--- src/rtl/change_dispenser.sv ---
// Greedy change dispenser: pays an amount one coin at a time (20/10/5/1) over a
// valid/ready handshake, tracking per-denomination stock and reporting shortfall.
module change_dispenser #(
  parameter int STOCK_W    = 4,
  parameter int INIT_STOCK = 4
) (
  input  logic       clk,
  input  logic       rst_n,
  input  logic       start,
  input  logic [5:0] amount,
  input  logic       refill,
  input  logic       coin_ready,
  output logic       coin_valid,
  output logic [4:0] coin_val,
  output logic       busy,
  output logic       done,
  output logic       fail,
  output logic [5:0] shortfall,
  output logic [3:0] remain10,
  output logic [3:0] remain1,
  output logic [3:0] stock_empty
);

  typedef enum logic [2:0] {
    S_IDLE,
    S_SELECT,
    S_ISSUE,
    S_DONE,
    S_FAIL
  } state_t;

  // Index 0..3 maps to denominations 1/5/10/20, matching stock_empty bit order.
  localparam logic [4:0] DENOM [4] = '{5'd1, 5'd5, 5'd10, 5'd20};

  state_t             state_q, state_d;
  logic [5:0]         remain_q, remain_d;
  logic [5:0]         shortfall_q, shortfall_d;
  logic [4:0]         coin_val_q, coin_val_d;
  logic [1:0]         coin_idx_q, coin_idx_d;
  logic [STOCK_W-1:0] stock_q [4];
  logic [STOCK_W-1:0] stock_d [4];

  logic [3:0] fits;
  logic       pick_found;
  logic [1:0] pick_idx;

  for (genvar gi = 0; gi < 4; gi++) begin : g_denom
    assign stock_empty[gi] = (stock_q[gi] == '0);
    assign fits[gi]        = (6'(DENOM[gi]) <= remain_q) && (stock_q[gi] != '0);
  end

  // Ascending scan so the largest fitting denomination wins.
  always_comb begin
    pick_found = 1'b0;
    pick_idx   = 2'd0;
    for (int i = 0; i < 4; i++) begin
      if (fits[i]) begin
        pick_found = 1'b1;
        pick_idx   = 2'(i);
      end
    end
  end

  always_comb begin
    state_d     = state_q;
    remain_d    = remain_q;
    shortfall_d = shortfall_q;
    coin_val_d  = coin_val_q;
    coin_idx_d  = coin_idx_q;
    for (int i = 0; i < 4; i++) begin
      stock_d[i] = stock_q[i];
    end

    case (state_q)
      S_IDLE: begin
        if (start) begin
          shortfall_d = 6'd0;
          remain_d    = amount;
          state_d     = (amount != 6'd0) ? S_SELECT : S_DONE;
        end else if (refill) begin
          for (int i = 0; i < 4; i++) begin
            stock_d[i] = '1;
          end
        end
      end
      S_SELECT: begin
        if (remain_q == 6'd0) begin
          state_d = S_DONE;
        end else if (pick_found) begin
          coin_val_d = DENOM[pick_idx];
          coin_idx_d = pick_idx;
          state_d    = S_ISSUE;
        end else begin
          shortfall_d = remain_q;
          state_d     = S_FAIL;
        end
      end
      S_ISSUE: begin
        if (coin_ready) begin
          remain_d            = remain_q - 6'(coin_val_q);
          stock_d[coin_idx_q] = stock_q[coin_idx_q] - 1'b1;
          coin_val_d          = 5'd0;
          state_d             = S_SELECT;
        end
      end
      S_DONE:  state_d = S_IDLE;
      S_FAIL:  state_d = S_IDLE;
      default: state_d = S_IDLE;
    endcase
  end

  always_ff @(posedge clk or negedge rst_n) begin
    if (!rst_n) begin
      state_q     <= S_IDLE;
      remain_q    <= 6'd0;
      shortfall_q <= 6'd0;
      coin_val_q  <= 5'd0;
      coin_idx_q  <= 2'd0;
      for (int i = 0; i < 4; i++) begin
        stock_q[i] <= STOCK_W'(INIT_STOCK);
      end
    end else begin
      state_q     <= state_d;
      remain_q    <= remain_d;
      shortfall_q <= shortfall_d;
      coin_val_q  <= coin_val_d;
      coin_idx_q  <= coin_idx_d;
      for (int i = 0; i < 4; i++) begin
        stock_q[i] <= stock_d[i];
      end
    end
  end

  // coin_val_q is only non-zero while in ISSUE, so it doubles as the output.
  assign coin_valid = (state_q == S_ISSUE);
  assign coin_val   = coin_val_q;
  assign busy       = (state_q != S_IDLE);
  assign done       = (state_q == S_DONE);
  assign fail       = (state_q == S_FAIL);
  assign shortfall  = shortfall_q;
  assign remain10   = 4'(remain_q / 6'd10);
  assign remain1    = 4'(remain_q % 6'd10);

endmodule

--- config.mk ---
export PLATFORM = sky130hd
export DESIGN_NAME = change_dispenser
export DESIGN_NICKNAME = d
export VERILOG_FILES = /design/src/rtl/change_dispenser.sv
export SDC_FILE = /design/constraint.sdc
export NUM_CORES = 1
export LEC_CHECK = 0
export CAP_MARGIN = 30
export CORE_UTILIZATION = 44
export DETAILED_ROUTE_END_ITERATION = 7
export GPL_TIMING_DRIVEN = 0
export PLACE_DENSITY = 0.67
export SYNTH_ARGS = -nofsm -noshare
export SYNTH_HDL_FRONTEND = slang
export SYNTH_SLANG_ARGS = --single-unit
--- constraint.sdc ---
create_clock -name clk -period 3.6 [get_ports clk]
set_input_delay 0.36 -clock clk [delete_from_list [all_inputs] [get_ports clk]]
set_output_delay 0.36 -clock clk [all_outputs]
set_load 0.02 [all_outputs]
==> flow_summary.ini <==
[outcome]
outcome = finished clean

[final_layout]
layout_common_cells = 35 x clkdlybuf4s50_1, 33 x nor2_1, 33 x dfrtp_1, 30 x nand2_1, 20 x a21oi_1
final_nets = 352
fin_cells = 406
final_common_cell = clkdlybuf4s50_1
area_growth_pct = 22.1
insertedDiodeCount = 0
drive_above_1_share_pct = 11.1
final_cell_area_um2 = 3040

[global_route]
grt_overflow_total = 0
grt_pass1_wl_mm = 11.1
gr-usage-all-layers_pct = 23.8
antenna_found_initial = 0
grt_max_degree = 38
grt_pass1_vias = 2252

[power]
power_density_nw_per_um2 = 984
switching_power_w = 0.00141
clkPwrFrac_pct = 11.3
seqPwrFrac_pct = 26.6
p_comb_share_pct = 62.1
p_leak_nw = 1.23
swShare_pct = 47.0
total_power_w = 0.00299
ir_drop_v = 0.000608
p_int_w = 0.00159

[setup_path]
crit_type = reg2out
crit_arrival_ps = 2920
critPathBufInv = 2
crit_required_ps = 3240
rr_worst_depth = 6
start_kind = register
crit_path_top_delay_cell = clkdlybuf4s50_1
cpPeakStageDelay_ps = 540
r2r-end = shortfall[5]
r2r-start = stock_q[1]
cp_top_family = buffers and inverters
critPathMaxFanout = 10
r2r_setup_slack_ps = 1350
crit_path_end_kind = output pin
crit_chain = clkbuf_1 > nand2_1 > o21ai_0 > a21o_1 > xnor2_1 > ha_1 > o22ai_1 > o21ai_0 > a31oi_1 > o21ai_0 > clkdlybuf4s50_1
cp-startpoint = remain_q[2]
crit_top_cell = o21ai_0

[yosys]
yosysSeqAreaShare_pct = 37.4
postSynthCellCount = 290
synth_mux_area_share_pct = 6.58
synth-simple-area-share_pct = 22.0
synth-adder-area-share_pct = 4.77
ys_types = 54
async_reset_ff_share_pct = 100
ys.flop_type = dfrtp_1
syn_nets = 309
synth-compound-area-share_pct = 21.3
synth_xor_area_share_pct = 1.76
synth_area_um2 = 2490
synth_edf_count = 0
yosysWarnings = 0
syn_avg_cell_area_um2 = 8.59
synth_top_family_by_area = simple AND/OR/NAND/NOR gates
ys_seq_elements = 37

[timing]
max_freq_mhz = 305
slew_violations = 0
setup_violations = 0
rsz0062_at_grt = no
maxSlewHeadroom_pct = 42.2
fin_setup_tns_ps = 0
min_period_ps = 3280
fin_crit_sh_pct = 91.1
fin_ws_ps = 320
fin_skew_ps = 9.37
hold_viol_final = 0
tightest_slew_ps = 867

[route]
wl_per_cell_um = 16.0
drt_drc_violations_left = 0
post_drt_via_cell_ratio = 5.73
final_antenna_net_count = 0
drtIter0Drc = 140
firstDrtPassIters = 4
vias = 2325
wirelength_mm = 6.50

[clock_tree]
clk_root_buffer_cell = clkbuf_8
cts_tree = done
clk_latency_ps = 300
cts_resized = 0
cts_sinks = 37
post_cts_buffers = 0
htree_levels = 2
cts.reportedPaths.clkPinSlew_ps = 80
holdBufCountCts = 0
clock_path_buffers = 2
cts_buffers = 5

[placed_design]
place_inst = 398
io_buffers = 36
hpwlAfterDp_mm = 4.94
place_area_um2 = 2940
globalplace.congestion = 0.847
pre_cts_ws_ps = 648

[die]
chipHeight_um = 77.2
rows = 27
io_pins = 38
coreArea_um2 = 5470
die_area_um2 = 5970
dieWidth_um = 77.2
start_util_pct = 45.5

[hold_path]
hold_path.class = in2async

[run]
drv_cap = 0
## power by group through the flow
stage	combinational, W	clock [W]	sequential (W)
after global routing	0.00206	0.000358	0.000823
after detailed placement	0.00186	0	0.000801
after global placement	0.00182	0	0.000794
after floorplan	0.00124	0	0.000793
final	0.00186	0.000337	0.000796
after CTS	0.00187	0.000346	0.000793
## stage by stage
stage	hold slack, ps	utilization, %
after global placement	502	53.7
final	168	55.6
after detailed placement	509	53.7
after CTS	200	55.6
after floorplan	64.4	-
after global routing	228	55.6
## per-layer routing
metal	routed length, um	global-route usage, %	part of all wire (%)	vias up
met5	0	0	0	-
li1	-	-	-	1129
met3	318	3.69	4.9	8
met4	91	8.49	1.4	0
met2	3040	38.8	47	54
met1	3050	31.9	47	1134
## flip-flops by register name, indices dropped and copies added, names as in the netlist
name,cells
coin_val,4
stock_q,16
state_q,3
remain_q,6
coin_idx_q,2
shortfall,6
## cell usage after synthesis, types with 2 or more instances
library cell / instances / area share (%)
a21o_1: 5 / 1.5
or3_1: 2 / 0.50
o21ai_1: 7 / 1.4
a41oi_1: 8 / 2.8
ha_1: 7 / 3.5
nand2b_1: 4 / 1.0
o21ai_0: 19 / 3.8
a21oi_1: 20 / 4.0
nor4_1: 4 / 1.0
nor3b_1: 3 / 0.90
nor4_2: 2 / 1.0
mux2_2: 2 / 0.90
dfstp_2: 4 / 4.2
o22ai_1: 3 / 0.75
o211ai_1: 2 / 0.60
mux2i_1: 4 / 1.6
nand2_1: 30 / 4.5
buf_2: 5 / 1.0
mux4_2: 4 / 3.6
inv_1: 10 / 1.5
and2_1: 4 / 1.0
xnor2_1: 4 / 1.4
nor3_1: 5 / 1.0
clkbuf_1: 11 / 1.7
dfrtp_1: 33 / 33
a31oi_1: 7 / 1.8
o21a_1: 3 / 0.90
inv_2: 3 / 0.45
nor2b_1: 11 / 2.8
nand3_1: 6 / 1.2
buf_4: 3 / 0.90
nor2_1: 33 / 5.0
## how the worst max path moves through the flow
| stage | end | cells past startpoint |
|---|---|---|
| after floorplan | remain1[3] | 10 |
| after global placement | remain1[3] | 11 |
| after detailed placement | remain1[3] | 11 |
| after CTS | remain1[3] | 11 |
| after global routing | remain1[3] | 11 |
| final | remain1[3] | 11 |
## final cells by class
type                       instances  area (um2)
clock inverter                     1        8.76
fill                             524        2430
timing repair buffer              36         355
clock buffer                       7        96.3
multi-input combinational        220        1410
sequential                        37         931
buffer                            20         100
inverter                          13        48.8
tap                               72        90.1
## cell families after synthesis
| logic type | after synthesis |
|---|---|
| flops | 37 |
| fa+ha+maj | 9 |
| buf+inv | 33 |
| compound gates | 84 |
| xor+xnor | 5 |
| simple gates | 110 |
| mux | 11 |
| other cells | 1 |
Note: power is estimated with default switching activity, not from simulation.
